## src/rtl/im_arb_pkg.sv

```systemverilog
// im_arb_pkg
//   Shared types and constants for the instruction-memory read arbiter.
//   Holds the arbiter FSM state encoding and the number of requesters.
//   Optional build macro used by the arbiter files: IM_ARB_ROUND_ROBIN_EN
//   (round-robin instead of fixed priority between the two requesters).
package im_arb_pkg;

  // Transaction phases: waiting for a requester, presenting the address to
  // memory, and waiting for the single read beat to come back.
  typedef enum logic [1:0] {
    ARB_IDLE,
    ARB_ADDR,
    ARB_DATA
  } arb_state_e;

  localparam int NUM_REQ = 2;

endpackage

```

## src/rtl/im_arb_grant.sv

```systemverilog
// im_arb_grant
//   Combinational grant selection between the two AR requesters.
//   Ports:
//     i_req     - arvalid of requester 1 and requester 0 ({s1, s0})
//     i_rr_ptr  - preferred port when both request (round-robin builds only)
//     o_grant   - one-hot grant, all zero when nobody requests
//     o_idx     - index of the granted port (0 when nobody requests)
//   Macro IM_ARB_ROUND_ROBIN_EN: when defined the pointer breaks ties,
//   otherwise port 0 always wins and the pointer input is ignored.
module im_arb_grant
  import im_arb_pkg::*;
(
  input  logic [NUM_REQ-1:0] i_req,
  input  logic               i_rr_ptr,
  output logic [NUM_REQ-1:0] o_grant,
  output logic               o_idx
);

  logic w_pickOne;

`ifdef IM_ARB_ROUND_ROBIN_EN
  // Port 1 wins when it is the only requester, or when both request and
  // the pointer prefers it.
  assign w_pickOne = i_req[1] & (~i_req[0] | i_rr_ptr);
`else
  // Fixed priority: port 1 only wins when port 0 is silent.
  logic w_unused_ptr;
  assign w_unused_ptr = i_rr_ptr;
  assign w_pickOne    = i_req[1] & ~i_req[0];
`endif

  assign o_idx   = w_pickOne;
  assign o_grant = {w_pickOne, i_req[0] & ~w_pickOne};

endmodule

```

## src/rtl/im_read_arbiter.sv

```systemverilog
// im_read_arbiter
//   Shares one AXI4-lite read channel (AR + R) to instruction memory between
//   port 0 (instruction fetch) and port 1 (load/debug reader). One
//   transaction is outstanding at a time; the R beat is routed back to the
//   requester that owns it.
//   Ports:
//     clk, rstn                  - clock, asynchronous active-low reset
//     s0_* / s1_*                - requester-side AR and R channels
//     m_*                        - memory-side AR and R channels
//     o_busy                     - a transaction is in flight
//     o_owner                    - current or last granted requester
//   Macro IM_ARB_ROUND_ROBIN_EN: enables round-robin tie breaking with a
//   1-bit pointer; without it port 0 has fixed priority.
module im_read_arbiter
  import im_arb_pkg::*;
#(
  parameter int ADDRLEN = 32,
  parameter int DATALEN = 32
) (
  input  logic               clk,
  input  logic               rstn,
  input  logic               s0_arvalid,
  output logic               s0_arready,
  input  logic [ADDRLEN-1:0] s0_araddr,
  output logic               s0_rvalid,
  input  logic               s0_rready,
  output logic [DATALEN-1:0] s0_rdata,
  input  logic               s1_arvalid,
  output logic               s1_arready,
  input  logic [ADDRLEN-1:0] s1_araddr,
  output logic               s1_rvalid,
  input  logic               s1_rready,
  output logic [DATALEN-1:0] s1_rdata,
  output logic               m_arvalid,
  input  logic               m_arready,
  output logic [ADDRLEN-1:0] m_araddr,
  input  logic               m_rvalid,
  output logic               m_rready,
  input  logic [DATALEN-1:0] m_rdata,
  output logic               o_busy,
  output logic               o_owner
);

  arb_state_e          r_state;
  arb_state_e          w_nextState;
  logic [ADDRLEN-1:0]  r_addr;
  logic                r_owner;
  logic                w_rrPtr;
  logic [NUM_REQ-1:0]  w_grant;
  logic                w_grantIdx;
  logic                w_idle;
  logic                w_arHandshake;
  logic                w_ownerRready;

  // Requests are only accepted in IDLE; reset is folded in so no arready
  // can leak out while the block is held in reset.
  assign w_idle        = (r_state == ARB_IDLE) && rstn;
  assign w_arHandshake = w_idle && (w_grant != '0);
  assign w_ownerRready = r_owner ? s1_rready : s0_rready;

  im_arb_grant u_grant (
    .i_req    ({s1_arvalid, s0_arvalid}),
    .i_rr_ptr (w_rrPtr),
    .o_grant  (w_grant),
    .o_idx    (w_grantIdx)
  );

`ifdef IM_ARB_ROUND_ROBIN_EN
  logic r_rrPtr;

  // The pointer prefers whichever port was not granted last time.
  always_ff @(posedge clk or negedge rstn) begin
    if (!rstn) begin
      r_rrPtr <= 1'b0;
    end else if (w_arHandshake) begin
      r_rrPtr <= ~w_grantIdx;
    end
  end

  assign w_rrPtr = r_rrPtr;
`else
  assign w_rrPtr = 1'b0;
`endif

  // FSM state register.
  always_ff @(posedge clk or negedge rstn) begin
    if (!rstn) begin
      r_state <= ARB_IDLE;
    end else begin
      r_state <= w_nextState;
    end
  end

  // Address and owner are captured at the requester handshake so the
  // memory side sees a stable address for the whole ADDR phase.
  always_ff @(posedge clk or negedge rstn) begin
    if (!rstn) begin
      r_addr  <= '0;
      r_owner <= 1'b0;
    end else if (w_arHandshake) begin
      r_addr  <= w_grantIdx ? s1_araddr : s0_araddr;
      r_owner <= w_grantIdx;
    end
  end

  // Next state and handshake outputs. The R path is purely combinational
  // and only open in DATA, so stray memory beats elsewhere are ignored.
  always_comb begin
    w_nextState = r_state;
    s0_arready  = 1'b0;
    s1_arready  = 1'b0;
    m_arvalid   = 1'b0;
    m_rready    = 1'b0;
    s0_rvalid   = 1'b0;
    s1_rvalid   = 1'b0;
    unique case (r_state)
      ARB_IDLE: begin
        s0_arready = w_idle && w_grant[0];
        s1_arready = w_idle && w_grant[1];
        if (w_arHandshake) begin
          w_nextState = ARB_ADDR;
        end
      end
      ARB_ADDR: begin
        m_arvalid = 1'b1;
        if (m_arready) begin
          w_nextState = ARB_DATA;
        end
      end
      ARB_DATA: begin
        m_rready  = w_ownerRready;
        s0_rvalid = m_rvalid && !r_owner;
        s1_rvalid = m_rvalid && r_owner;
        if (m_rvalid && w_ownerRready) begin
          w_nextState = ARB_IDLE;
        end
      end
      default: begin
        w_nextState = ARB_IDLE;
      end
    endcase
  end

  assign m_araddr = r_addr;
  assign s0_rdata = m_rdata;
  assign s1_rdata = m_rdata;
  assign o_busy   = (r_state != ARB_IDLE);
  assign o_owner  = r_owner;

endmodule

```

## config.mk

```make
export PLATFORM = sky130hd
export DESIGN_NAME = im_read_arbiter
export DESIGN_NICKNAME = d
export VERILOG_FILES = /design/src/rtl/im_arb_pkg.sv /design/src/rtl/im_arb_grant.sv /design/src/rtl/im_read_arbiter.sv
export SDC_FILE = /design/constraint.sdc
export NUM_CORES = 1
export LEC_CHECK = 0
export CAP_MARGIN = 5
export CORE_ASPECT_RATIO = 0.5
export CORE_MARGIN = 8
export CORE_UTILIZATION = 33
export DETAILED_ROUTE_END_ITERATION = 10
export HOLD_SLACK_MARGIN = 0.05
export PLACE_DENSITY = 0.89
export SLEW_MARGIN = 20
export SYNTH_ARGS = -nofsm -noshare
export SYNTH_HDL_FRONTEND = slang
export SYNTH_SLANG_ARGS = --single-unit
```

## constraint.sdc

```tcl
create_clock -name clk -period 1.9 [get_ports clk]
set_input_delay 0.38 -clock clk [delete_from_list [all_inputs] [get_ports clk]]
set_output_delay 0.38 -clock clk [all_outputs]
set_load 0.005 [all_outputs]
```

# == After elaboration in Yosys (flattened, before gate mapping) ==
# Cells that the tools add are included.
# classes
eq_ne,5
n_mux,12
n_bitwise,4
n_reduce_logical,12
# op_table
cell,count
32-bit two-way mux,1
1-bit logical AND,7
1-bit two-way mux,7
2-bit two-way mux,3
2-bit inequality test (second input constant),3
2-bit case mux with 3 select lines,1
2-bit nonzero test,2
3-bit AND reduction,1
1-bit AND,2
2-bit by 1-bit equality test with 1-bit output (second input constant),1
2-bit equality test (second input constant),1
2-bit logical NOT,1
1-bit NOT,2
1-bit logical NOT,1
# totals
register_bits,35
word_cells,36

# == Depth between registers and ports, before layout ==
# Gate-level depths: netlist of run 1.
# depth
depth_word,8
mapped_depth,5

# == Cells and area by module ==
# A second synthesis of run 1 with hierarchy kept.
# hier_totals
cells_unflattened,194
hier_area_um2,2442.3
# modules_own_cells
mod,instances,cells_each,area_per_inst_um2
im_read_arbiter,1,191,2424.8
im_arb_grant,1,3,17.5

# == Worst setup path before layout of run 1 ==
# No wires, ideal clock.
# synth_timing
path_kind,flip-flop to flip-flop
from,register r_state[1]
to,"register r_addr[10], in the netlist m_araddr[10]"
setup_ns,0.125
arrival_time_ns,1.354
required_ns,1.775
path_slack_ns,0.421
stages_incl_launch_ff,6
n_path_buf,2
cell_sequence,dfrtp_1 -> nor3b_2 -> o21a_1 -> buf_4 -> buf_8 -> mux2_4
# synth_via
elab_chain_len,3
# synth_rtl
element,line,source
"start, declared",im_read_arbiter.sv:44,arb_state_e r_state;
"start signal, assigned",im_read_arbiter.sv:90,r_state <= w_nextState;
2-bit logical NOT,im_read_arbiter.sv:57,assign w_idle = (r_state == ARB_IDLE) && rstn;
1-bit logical AND,im_read_arbiter.sv:57,
1-bit logical AND,im_read_arbiter.sv:58,assign w_arHandshake = w_idle && (w_grant != '0);
"end signal, assigned",im_read_arbiter.sv:101,r_addr <= w_grantIdx ? s1_araddr : s0_araddr;
"end, declared",im_read_arbiter.sv:46,logic [ADDRLEN-1:0] r_addr;
# Every way passes these cells.
# A chain may end at the register's enable or synchronous reset.

# == Worst setup path after layout of run 1 ==
# layout_timing
from,input port s1_arvalid
to,"register r_addr[3], in the netlist m_araddr[3]"
# layout_via
elab_chain_len,5
# layout_rtl
element,line,source
"start, declared",im_read_arbiter.sv:28,"input logic s1_arvalid,"
1-bit AND (*),im_arb_grant.sv:29,assign w_pickOne = i_req[1] & ~i_req[0];
1-bit NOT,im_arb_grant.sv:33,"assign o_grant = {w_pickOne, i_req[0] & ~w_pickOne};"
1-bit AND,im_arb_grant.sv:33,
2-bit nonzero test,im_read_arbiter.sv:58,
1-bit logical AND,im_read_arbiter.sv:58,
# Mark *: on every way between the ends. The rest lies on a longest branch, timed or not.

==> flow_metrics.tcl, run 1 <==
set metrics [dict create \
    postLayoutCoreUtil_pct 47.74 \
    hp-class "input pin to asynchronous set/reset pin" \
    finalHoldViolCount 0 \
    critPathArrivalTime_ps 2000 \
    switching_power_mw 1.144 \
    path_buf_inv 3 \
    yosysSeqAreaShare_pct 34.52 \
    drc 0 \
    die_height_microns 78.01 \
    path_max_fanout 16 \
    max_freq_ghz 0.5413 \
    finalClockSkew_ps 5.972 \
    clk_pin_slew_ps 60 \
    required_ps 2050 \
    ys_seq_elements 35 \
    synth_xor_area_share_pct 0 \
    die-area_sq_um 10920 \
    grt_pass1_vias 1783 \
    design.portCount 208 \
    syn_area_sq_um 2537 \
    rows 22 \
    nNetsFinal 355 \
    gr-total-overflow 0 \
    io_buffers 111 \
    area_delta_synth_final_pct 38.81 \
    internal_power_mw 3.385 \
    crit_type "input pin to flop" \
    synth-compound-area-share_pct 0.9862 \
    viasPerCell 4.388 \
    ant_nets 0 \
    yosys.area_share.simple_pct 3.452 \
    grt_pass1_wl_microns 9846 \
    cts_tree "built" \
    p_leak_nw 1.576 \
    cp-end-kind "flop" \
    gp_congestion 0.8235 \
    drt_wl_total_microns 6474 \
    syn_nets 297 \
    firstDrtPassIters 4 \
    swShare_pct 25.25 \
    status "completed" \
    synth-adder-area-share_pct 0 \
    critPathTopFamily "buffers and inverters" \
    cts_buffers 5 \
    regToRegSetupSlack_ps 120 \
    p_clk_share_pct 23.1 \
    p_per_area_nw_per_um2 1286 \
    die_x_microns 140.0 \
    initialDrtViolationCount 26 \
    drv_slew 0 \
    clk_latency_ps 270 \
    synth_top_family_by_area "multiplexers" \
    crit_top_cell "mux2_2" \
    ir_drop_mv 0.5260 \
    num-fill-cells 647 \
    synthCells 193 \
    grt_max_degree 36 \
    initial_utilization_pct 34.40 \
    root_buffer "clkbuf_16" \
    max_cap_violations 0 \
    core_area_sq_um 7377 \
    cts-htree-levels 2 \
    cp_slowest_cell "clkdlybuf4s50_1" \
    place_hpwl_microns 5104 \
    yosysWarningCount 0 \
    max_stage_delay_ps 500 \
    multi_input_area_sq_um 1074 \
    hold_buffers 0 \
    tightest_slew_ps 444.2 \
    antenna_found_initial 0 \
    rsz0062_at_grt "false" \
    slew_headroom_pct 70.39 \
    dp_cells 337 \
    wl_per_cell_microns 18.60 \
    fin_crit_ps 1847 \
    finalCritPeriodShare_pct 97.24 \
    antennaDiodeCount 0 \
    drive_gt1_share_pct 36.11 \
    vias 1527 \
    grt_use_total_pct 11.36 \
    synth_cell_type_count 20 \
    synth_mux_area_share_pct 37.38 \
    layout.cells.non_filler 348 \
    cts_buffer_depth 2 \
    cts_num_sinks 35 \
    setup_viol 0 \
    start_kind "input pin" \
    seq_power_share_pct 30.7 \
    power.total_mw 4.529 \
    crit_chain "clkdlybuf4s50_1, nor2b_4, buf_4, buf_16, mux2_2, mux2_2" \
    syn-mean-instance-area_sq_um 13.15 \
    regArea_sq_um 877.1 \
    p_comb_share_pct 46.2 \
]
## through the flow
step	area [sq um]	setup TNS, ps	setup slack [ps]	hold WS (ps)
6_report	3522	0	52.50	166.3
5_1_grt	3522	0	32.19	206.0
4_1_cts	3488	0	35.90	187.9
3_5_place_dp	3281	-4851	-187.7	483.7
3_3_place_gp	3281	-2791	-130.4	476.5
2_1_floorplan	2537	0	420.7	84.41
## registers in the layout, summed over array words and instances (netlist names)
signal	count
m_araddr	32
r_state	2
o_owner	1
## cell usage after synthesis
cell	n	area share, %
buf_4	65	19
mux2_4	58	34
dfrtp_1	35	35
buf_8	6	3.6
mux2_2	6	2.7
inv_1	3	0.44
nand2_1	3	0.44
nor2_1	3	0.44
nor2b_1	3	0.74
a21o_1	1	0.30
a21oi_1	1	0.20
and2_1	1	0.25
and2_2	1	0.30
and3_1	1	0.25
buf_6	1	0.44
mux2i_1	1	0.39
nor2b_4	1	0.54
nor3b_2	1	0.49
o21a_1	1	0.30
o21ai_0	1	0.20
## layout by cell type (no fill, tap or decap), types with 2 or more instances in the layout
cell,synthesis,routed
clkdlybuf4s50_1,0,104
mux2_4,58,58
dfrtp_1,35,34
mux2_2,6,6
buf_4,65,8
dlygate4sd2_1,0,6
nand2_1,3,3
clkbuf_16,0,6
bufinv_16,0,2
buf_12,0,2
inv_1,3,3
nor2b_4,1,2
nor2_1,3,3
## worst paths after layout
kind,depth (start not counted),to,startpoint
worst min-delay path,2,m_araddr[11],rstn
worst max register to register,6,m_araddr[28],r_state[0]
max in group asynchronous,2,r_state[0],rstn
worst max-delay path,6,m_araddr[3],s1_arvalid
min in group clk,1,m_araddr[26],m_araddr[26]
worst min register to register,1,m_araddr[26],m_araddr[26]
## what timing repair did
| item | 4_1_cts | 5_1_grt |
|---|---|---|
| gates resized for setup | 10 | 2 |
| pin swaps | 1 | 0 |
| endpoints found under the setup margin | 5 | 4 |
| cloned | 0 | 1 |
| buffers inserted | 2 | 0 |
## cell type report
type	count	share of cell area, %
sequential	35	24.90
clock inverter	2	1.705
timing repair buffer	123	35.52
multi-input combinational	83	30.48
inverter	3	0.3197
clock buffer	6	3.659
tap	96	3.410
## cell families after synthesis
kind of cell,count (synthesis)
buf+inv,75
mux,65
flops,35
simple gates,14
compound gates,4
## power by group through the flow
stage                     logic [mW]  clock network [mW]  registers (mW)
final                           2.09                1.05            1.39
after floorplan                 1.02                   0            1.37
after CTS                       2.12                1.07            1.39
after detailed placement        2.10                   0            1.38
after global placement          2.06                   0            1.36
after global routing            2.22                1.11            1.44
## metal layers
| metal | part of all wire (%) | up-vias | track usage, % |
|---|---|---|---|
| met4 | 3.6 | 0 | 6.122 |
| met2 | 58 | 34 | 23.29 |
| li1 | - | 695 | - |
| met1 | 33 | 762 | 10.01 |
| met5 | 0 | - | 0 |
| met3 | 4.8 | 36 | 3.114 |
Power figures use the tool's default switching activity.
==> inputs of run 2 (changes only) <==
SLEW_MARGIN = default   (was 20)
==> results of run 2 <==
Final layout, timing and power as in run 1 (identical DEF).
